==> src/rtl/cpu_types_pkg.sv <==
// Shared pipeline types for the MIPS core, including the memory-stage FSM states
// and the word-address helper used for LL/SC link and snoop comparisons.
package cpu_types_pkg;

    typedef logic [31:0] word_t;
    typedef logic [4:0]  regbits_t;

    typedef enum logic {
        IDLE = 1'b0,
        WAIT = 1'b1
    } memstate_t;

    localparam int WORD_ADDR_LSB = 2;

    // Byte offsets are ignored: two addresses alias when they name the same word.
    function automatic logic word_match(input word_t a, input word_t b);
        return a[31:WORD_ADDR_LSB] == b[31:WORD_ADDR_LSB];
    endfunction

endpackage

==> src/rtl/link_reg.sv <==
// LL/SC link register: one reservation (valid bit + address); any clear source
// overrides a simultaneous set, including a snoop hitting the address being linked.
import cpu_types_pkg::*;

module link_reg (
    input  logic        CLK,
    input  logic        nRST,
    input  logic        set,
    input  logic [31:0] set_addr,
    input  logic        clear,
    input  logic        ccinv,
    input  logic [31:0] ccsnoopaddr,
    input  logic [31:0] cmp_addr,
    output logic        link_valid,
    output logic        match
);

    logic [31:0] link_addr;
    logic        snoop_hit;
    logic        kill;

    assign snoop_hit = ccinv & (word_match(ccsnoopaddr, link_addr) |
                                (set & word_match(ccsnoopaddr, set_addr)));
    assign kill      = clear | snoop_hit;
    assign match     = word_match(link_addr, cmp_addr);

    always_ff @(posedge CLK or negedge nRST) begin
        if (!nRST) begin
            link_valid <= 1'b0;
            link_addr  <= '0;
        end else begin
            if (set) begin
                link_addr <= set_addr;
            end
            if (kill) begin
                link_valid <= 1'b0;
            end else if (set) begin
                link_valid <= 1'b1;
            end
        end
    end

endmodule

==> src/rtl/mem_stage.sv <==
// MEM stage: issues data-cache requests, stalls upstream until dhit, resolves
// LL/SC against the link register and flags requests stuck longer than TIMEOUT.
import cpu_types_pkg::*;

module mem_stage #(
    parameter int TIMEOUT = 255,
    parameter int CW      = $clog2(TIMEOUT + 1)
) (
    input  logic        CLK,
    input  logic        nRST,
    input  logic        valid_in,
    input  logic        memread_in,
    input  logic        memwrite_in,
    input  logic        datomic_in,
    input  logic [31:0] aluResult_in,
    input  logic [31:0] storeData_in,
    input  logic        regwrite_in,
    input  logic [1:0]  memtoreg_in,
    input  logic [4:0]  branchDest_in,
    input  logic [31:0] npc_in,
    input  logic [31:0] upper16_in,
    input  logic        dhit,
    input  logic [31:0] dmemload,
    input  logic        ccinv,
    input  logic [31:0] ccsnoopaddr,
    output logic        dmemREN,
    output logic        dmemWEN,
    output logic [31:0] dmemaddr,
    output logic [31:0] dmemstore,
    output logic        stall_out,
    output logic        regwrite_out,
    output logic [1:0]  memtoreg_out,
    output logic [4:0]  branchDest_out,
    output logic [31:0] npc_out,
    output logic [31:0] aluResult_out,
    output logic [31:0] upper16_out,
    output logic [31:0] dMemLoad_out,
    output logic        mem_timeout
);

    localparam logic [CW-1:0] WD_MAX = CW'(TIMEOUT);

    memstate_t     state, next_state;
    logic [CW-1:0] wd_cnt, wd_next;
    logic          link_valid, link_match;
    logic          sc_fail, need_access, done;
    logic          ll_done, link_clear;

    assign sc_fail     = datomic_in & memwrite_in & ~(link_valid & link_match);
    assign need_access = nRST & valid_in & (memread_in | (memwrite_in & ~sc_fail));
    assign done        = need_access & dhit;

    // A completed SC (necessarily successful) or any store to the linked word drops the link.
    assign ll_done    = done & memread_in & datomic_in;
    assign link_clear = done & memwrite_in & (datomic_in | link_match);

    link_reg u_link_reg (
        .CLK         (CLK),
        .nRST        (nRST),
        .set         (ll_done),
        .set_addr    (aluResult_in),
        .clear       (link_clear),
        .ccinv       (ccinv),
        .ccsnoopaddr (ccsnoopaddr),
        .cmp_addr    (aluResult_in),
        .link_valid  (link_valid),
        .match       (link_match)
    );

    assign dmemREN        = need_access & memread_in;
    assign dmemWEN        = need_access & memwrite_in;
    assign stall_out      = need_access & ~dhit;
    assign regwrite_out   = nRST & regwrite_in & valid_in & ~stall_out;

    assign dmemaddr       = nRST ? aluResult_in  : '0;
    assign dmemstore      = nRST ? storeData_in  : '0;
    assign memtoreg_out   = nRST ? memtoreg_in   : '0;
    assign branchDest_out = nRST ? branchDest_in : '0;
    assign npc_out        = nRST ? npc_in        : '0;
    assign aluResult_out  = nRST ? aluResult_in  : '0;
    assign upper16_out    = nRST ? upper16_in    : '0;

    always_comb begin
        dMemLoad_out = '0;
        if (nRST && valid_in) begin
            if (memread_in) begin
                dMemLoad_out = dmemload;
            end else if (memwrite_in && datomic_in) begin
                dMemLoad_out = {31'b0, ~sc_fail};
            end
        end
    end

    always_ff @(posedge CLK or negedge nRST) begin
        if (!nRST) begin
            state <= IDLE;
        end else begin
            state <= next_state;
        end
    end

    always_comb begin
        next_state = state;
        case (state)
            IDLE:    if (need_access && !dhit) next_state = WAIT;
            WAIT:    if (dhit)                 next_state = IDLE;
            default: next_state = IDLE;
        endcase
    end

    // The watchdog only observes; the outstanding request keeps waiting for dhit.
    assign wd_next = (wd_cnt == WD_MAX) ? wd_cnt : wd_cnt + 1'b1;

    always_ff @(posedge CLK or negedge nRST) begin
        if (!nRST) begin
            wd_cnt      <= '0;
            mem_timeout <= 1'b0;
        end else if (state == WAIT) begin
            if (next_state == IDLE) begin
                wd_cnt <= '0;
            end else begin
                wd_cnt <= wd_next;
                if (wd_next == WD_MAX) begin
                    mem_timeout <= 1'b1;
                end
            end
        end
    end

endmodule

==> config.mk <==
export PLATFORM = sky130hd
export DESIGN_NAME = mem_stage
export DESIGN_NICKNAME = d
export VERILOG_FILES = /design/src/rtl/cpu_types_pkg.sv /design/src/rtl/link_reg.sv /design/src/rtl/mem_stage.sv
export SDC_FILE = /design/constraint.sdc
export NUM_CORES = 1
export LEC_CHECK = 0
export BUFFER_PORTS_ARGS = -buffer_cell sky130_fd_sc_hd__buf_2
export CAP_MARGIN = 25
export CORE_AREA = 4 4 157 159
export DETAILED_ROUTE_END_ITERATION = 16
export DIE_AREA = 0 0 161 163
export HOLD_SLACK_MARGIN = 0.15
export PLACE_DENSITY = 0.49
export SLEW_MARGIN = 40
export SYNTH_ARGS = -nofsm -noshare
export SYNTH_HDL_FRONTEND = slang
export SYNTH_SLANG_ARGS = --single-unit
==> constraint.sdc <==
create_clock -name CLK -period 2.2 [get_ports CLK]
set_clock_uncertainty 0.05 [all_clocks]
set_input_delay 0.44 -clock CLK [delete_from_list [all_inputs] [get_ports CLK]]
set_output_delay 0.44 -clock CLK [all_outputs]
set_load 0.01 [all_outputs]
Word-level counts from Yosys, hierarchy flattened
Cells that the tools add are included.

operators by class
  bitwise operators = 28
  mux-type cells = 16
  reductions and logical operators = 6
  add/subtract/negate cells = 1
  equality and inequality tests = 5

operators by type and width
  cell                                                            number
  32-bit 2-to-1 mux                                               6
  30-bit == test                                                  3
  1-bit AND                                                       19
  8-bit == test (second input constant)                           2
  8-bit 2-to-1 mux                                                2
  8-bit by 1-bit adder with 8-bit output (second input constant)  1
  1-bit 2-to-1 mux                                                5
  5-bit 2-to-1 mux                                                1
  1-bit NOT                                                       5
  1-bit OR                                                        4
  1-bit logical AND                                               3
  3-bit AND reduction                                             1
  2-bit 2-to-1 mux                                                1
  1-bit one-hot mux with 2 select lines                           1
  2-bit nonzero test                                              1
  1-bit logical NOT                                               1

word-level totals
  output and inout bits = 204
  input port bits = 208
  word-level logic and storage cells = 61
  register bits after elaboration = 43

Longest topological paths before layout
  depth in word-level cells = 16
  mapped depth = 8
  mapped depth without buffers = 7

Modules after synthesis
A second synthesis with hierarchy kept.

unflattened totals
  cell total of the unflattened synthesis = 490
  area total of the unflattened synthesis = 4246.6 µm²

modules (own cells, without submodules)
  module     instances  seq. area each (µm²)  area an instance (µm²)  cells an instance
  mem_stage  1          250.2                 2129.5                  303
  link_reg   1          775.7                 2117.0                  187

Worst setup path before layout
No wires, ideal clock.

  kind = input port to output port
  from = input aluResult_in[18]
  to = output stall_out
  data required time = 1.710 ns
  buffers on the path = 0
  cell stages on the path = 6
  data arrival time = 1.704 ns
  setup slack = 0.006 ns
  cells stage by stage = xor2_1 > nor4_1 > nand4_1 > o31ai_1 > nand2_1 > o22ai_1

between the ends
  word-level cells in the longest chain between the ends = 9

RTL lines
  element          line                 source
  start, declared  mem_stage.sv:15      input logic [31:0] aluResult_in,
  30-bit == test   cpu_types_pkg.sv:17  return a[31:WORD_ADDR_LSB] == b[31:WORD_ADDR_LSB];
  1-bit AND        mem_stage.sv:49      assign sc_fail = datomic_in & memwrite_in & ~(link_valid & link_match);
  1-bit NOT        mem_stage.sv:49
  1-bit AND        mem_stage.sv:49
  1-bit NOT        mem_stage.sv:50      assign need_access = nRST & valid_in & (memread_in | (memwrite_in & ~sc_fail));
  1-bit AND        mem_stage.sv:50
  1-bit OR         mem_stage.sv:50
  1-bit AND        mem_stage.sv:50
  1-bit AND        mem_stage.sv:72      assign stall_out = need_access & ~dhit;
  end, declared    mem_stage.sv:30      output logic stall_out,

No other way between the ends.

Worst setup path in the final report
  from = register u_link_reg.link_addr[31]
  to = output stall_out

between the ends
  word-level cells in the longest chain between the ends = 9

RTL lines
  element                 line                 source
  start, declared         link_reg.sv:18       logic [31:0] link_addr;
  start signal, assigned  link_reg.sv:33       link_addr <= set_addr;
  30-bit == test          cpu_types_pkg.sv:17
  1-bit AND               mem_stage.sv:49
  1-bit NOT               mem_stage.sv:49
  1-bit AND               mem_stage.sv:49
  1-bit NOT               mem_stage.sv:50
  1-bit AND               mem_stage.sv:50
  1-bit OR                mem_stage.sv:50
  1-bit AND               mem_stage.sv:50
  1-bit AND               mem_stage.sv:72

No other way between the ends.

==> qor.yml <==
status: "finished with violations"
failed_checks: "negative setup slack"
detailroute.via_count: 5192
starting_density_pct: 17.9
required_ns: 1.71
yosys-mux-area-fraction_pct: 0.241
fp-row-count: 56
detailedRoute.firstPassIterationCount: 4
comb_power_share_pct: 45.4
most_used_flip_flop_cell_after_synthesis: "dfrtp_1"
most_common_library_cell_in_the_layout_ignoring_fill_and_taps: "buf_2"
vdd.ir_drop.worst_v: 0.000306
slew-limit-headroom_pct: 69.3
synth_seq_cells: 41
postSynthNetCount: 766
synth_simple_gate_area_share_pct: 42.8
hold_path_class: "in -> async"
core-area_sq_mm: 0.0233
finalWirelength_um: 20900
detailedPlacementHpwl_um: 17900
synth-edff-count: 0
dominant_combinational_cell_family_by_area_after_synthesis: "simple AND/OR/NAND/NOR gates"
cts_max_level: 2
numPlacedInstances: 1293
final-setup-viol-count: 4
final_cell_mix: "buf_2, and2_1, nand2_1"
timing.critical_path.fanout_max: 3
whs_ns: 0.322
p_sw_share_pct: 36.5
detail-route-antenna-nets: 0
worst_setup_path_endpoint: "stall_out"
cts.clk_slew.worst_paths_ns: 0.07
final_max_slew_viol_count: 0
clockPowerShare_pct: 23.4
layout-drive-gt1-share_pct: 50.3
synth-xor-area-share_pct: 19.0
maxClockFrequency_ghz: 0.371
synth_sequential_area_ratio_pct: 24.7
setup_ws_ns: -0.496
synth_top_area_cell: "and2_1"
port-buffer-count: 409
wl_per_cell_um: 16.0
detail_route.drc_violations: 0
ys_async_sr_fraction_pct: 100
final_cycle_utilization_of_the_critical_path_pct: 123
mappedNetlistArea_sq_mm: 0.00416
grt.overflow.total: 0
synth_largest_type_area_fraction_pct: 25.1
crit_path_start: "u_link_reg.link_addr[31]$_DFFE_PN0P_"
clock_period_minus_final_worst_setup_slack_ns: 2.70
final_core_util_pct: 30.2
tightestPinTransition_ns: 0.461
synth_fa_ha_area_share_pct: 0.301
post_dr_vias_cell: 3.98
first_global_vias: 5016
timing.rr.end: "u_link_reg.link_valid$_DFFE_PN0P_"
syn_area_per_cell_sq_um: 7.46
boundaryPins: 412
p_total_w: 0.00322
die_area_sq_mm: 0.0262
cts.root.buffer_cell: "clkbuf_16"
tritoncts: "done"
worstPathArrival_ns: 2.21
report.final.hold_viol_count: 0
worstSetupStartpointType: "flop"
synth_area_leaders: "and2_1, dfrtp_1, xor2_1"
dp_slack_ns: -0.611
rsz_0062_raised_after_global_routing: "true"
yosysUniqueCellTypes: 32
internal_power_w: 0.00205
pwr_density_cell_mw_per_mm2: 460
reg2reg_slack_ns: 0.02
grt_start_max_net_pins: 89
grt_first_pass_wirelength_um: 29900
drt_first_iter_violations: 223
syn2layout_area_growth_pct: 68.8
grt_usage_pct: 14.8
grt_antenna_before_repair: 9
final_net_count: 1193
pwr-share-seq_pct: 31.2
total_leakage_power_nw: 4.01
die-width_um: 161
setup.worst_path.end_class: "primary output"
routabilityCongestion: 0.799
timing_worst_setup_path_type: "reg -> out"
cts_buffers: 5
number_of_warnings_reported_in_the_yosys_synthesis_log: 0
synth_cells: 557
clk_path_buf_depth: 2
worst_r2r_path_depth: 8
net-switching-power_w: 0.00118
clk-insertion-delay-late_ns: 0.29
clock-sinks: 41
startpoint_of_the_lowest_slack_register_to_register_path: "u_link_reg.link_addr[31]$_DFFE_PN0P_"
chipHeight_um: 163
instances_no_fill: 1305
synth-compound-area-share_pct: 4.30
maxCapViolCount: 0
layout.filler_cells: 2554
[repair_timing]
item	CTS	global route
pin swaps	11	3
endpoints found under the hold margin	20	0
hold buffers	2	0
resized for setup	8	2
gates cloned	0	0
setup endpoints to repair	5	5
setup buffers	0	1
[registers in the layout (all words and copies together) (netlist names)]
name	count
mem_timeout	1
wd_cnt	8
state	1
u_link_reg.link_valid	1
u_link_reg.link_addr	30
[routing by layer]
layer / vias up / part of all wire [%] / track usage, %
met5: - / 0.26 / 0
met4: 10 / 2.2 / 3.61
met3: 33 / 7.4 / 3.21
met2: 249 / 48 / 26.2
met1: 2291 / 42 / 18.4
li1: 2609 / - / -
[Yosys cell counts (2+ instances only)]
library cell and n:
and2_1 167, nand2_1 108, xor2_1 68, dfrtp_1 41, buf_4 32, clkbuf_1 28
xnor2_1 22, nor4_1 19, o21ai_0 13, nand4_1 12, nand3_1 6, nor2_1 6
a21oi_1 5, and3_1 5, inv_1 4, a31oi_1 2, nand2b_1 2, nor3_1 2
o31ai_1 2
[stage by stage]
step / cell area, sq um / setup TNS [ns]
2_1_floorplan: 4160 / 0
3_3_place_gp: 6800 / -2.65
3_5_place_dp: 6800 / -2.83
4_1_cts: 7000 / -2.01
5_1_grt: 7020 / -2.38
6_report: 7020 / -1.91
[how the worst min path moves through the flow]
stage                                                      end  slack (ns)  cells after the start
after detailed placement                 wd_cnt[2]$_DFFE_PN0P_        0.41                      2
after CTS                 u_link_reg.link_addr[16]$_DFFE_PN0P_        0.32                      3
final                     u_link_reg.link_addr[25]$_DFFE_PN0P_        0.32                      3
after global routing      u_link_reg.link_addr[14]$_DFFE_PN0P_        0.35                      3
after floorplan                        mem_timeout$_DFFE_PN0P_        0.09                      0
after global placement                   wd_cnt[2]$_DFFE_PN0P_        0.41                      2
[cells by family after synthesis]
family,count (synthesis)
buffers and inverters,64
DFF,41
AOI/OAI and AO/OA,29
muxes,1
and+or+nand+nor,331
xor gates and xnor gates,90
adders and majority gates,1
[critical path, stage by stage (launching register included)]
cell and delay (ns):
dfrtp_1 0.41, xor2_1 0.16, nor4_2 0.34, buf_4 0.17
nand4_1 0.08, buf_6 0.15, o31ai_4 0.19, nand2_1 0.10
o22ai_1 0.15, buf_2 0.16
[area by class of cell]
class	instances	area, sq um	share of cell area, %
antenna	1	2.50	0.0357
clock buffer	6	129	1.84
clock inverter	2	15.0	0.214
inverter	4	15.0	0.214
multi-input combinational	452	2820	40.1
sequential	41	1030	14.6
tap	319	399	5.69
timing repair buffer	480	2620	37.3
[power by group through the flow]
stage                     logic, W  clock network (W)  registers (W)
after global placement     0.00145                  0        0.00102
after floorplan           0.000673                  0        0.00103
after detailed placement   0.00145                  0        0.00102
final                      0.00146           0.000755        0.00101
after global routing       0.00162           0.000811        0.00103
after CTS                  0.00148           0.000786        0.00101
No activity file was read; power rests on OpenSTA's default activity.
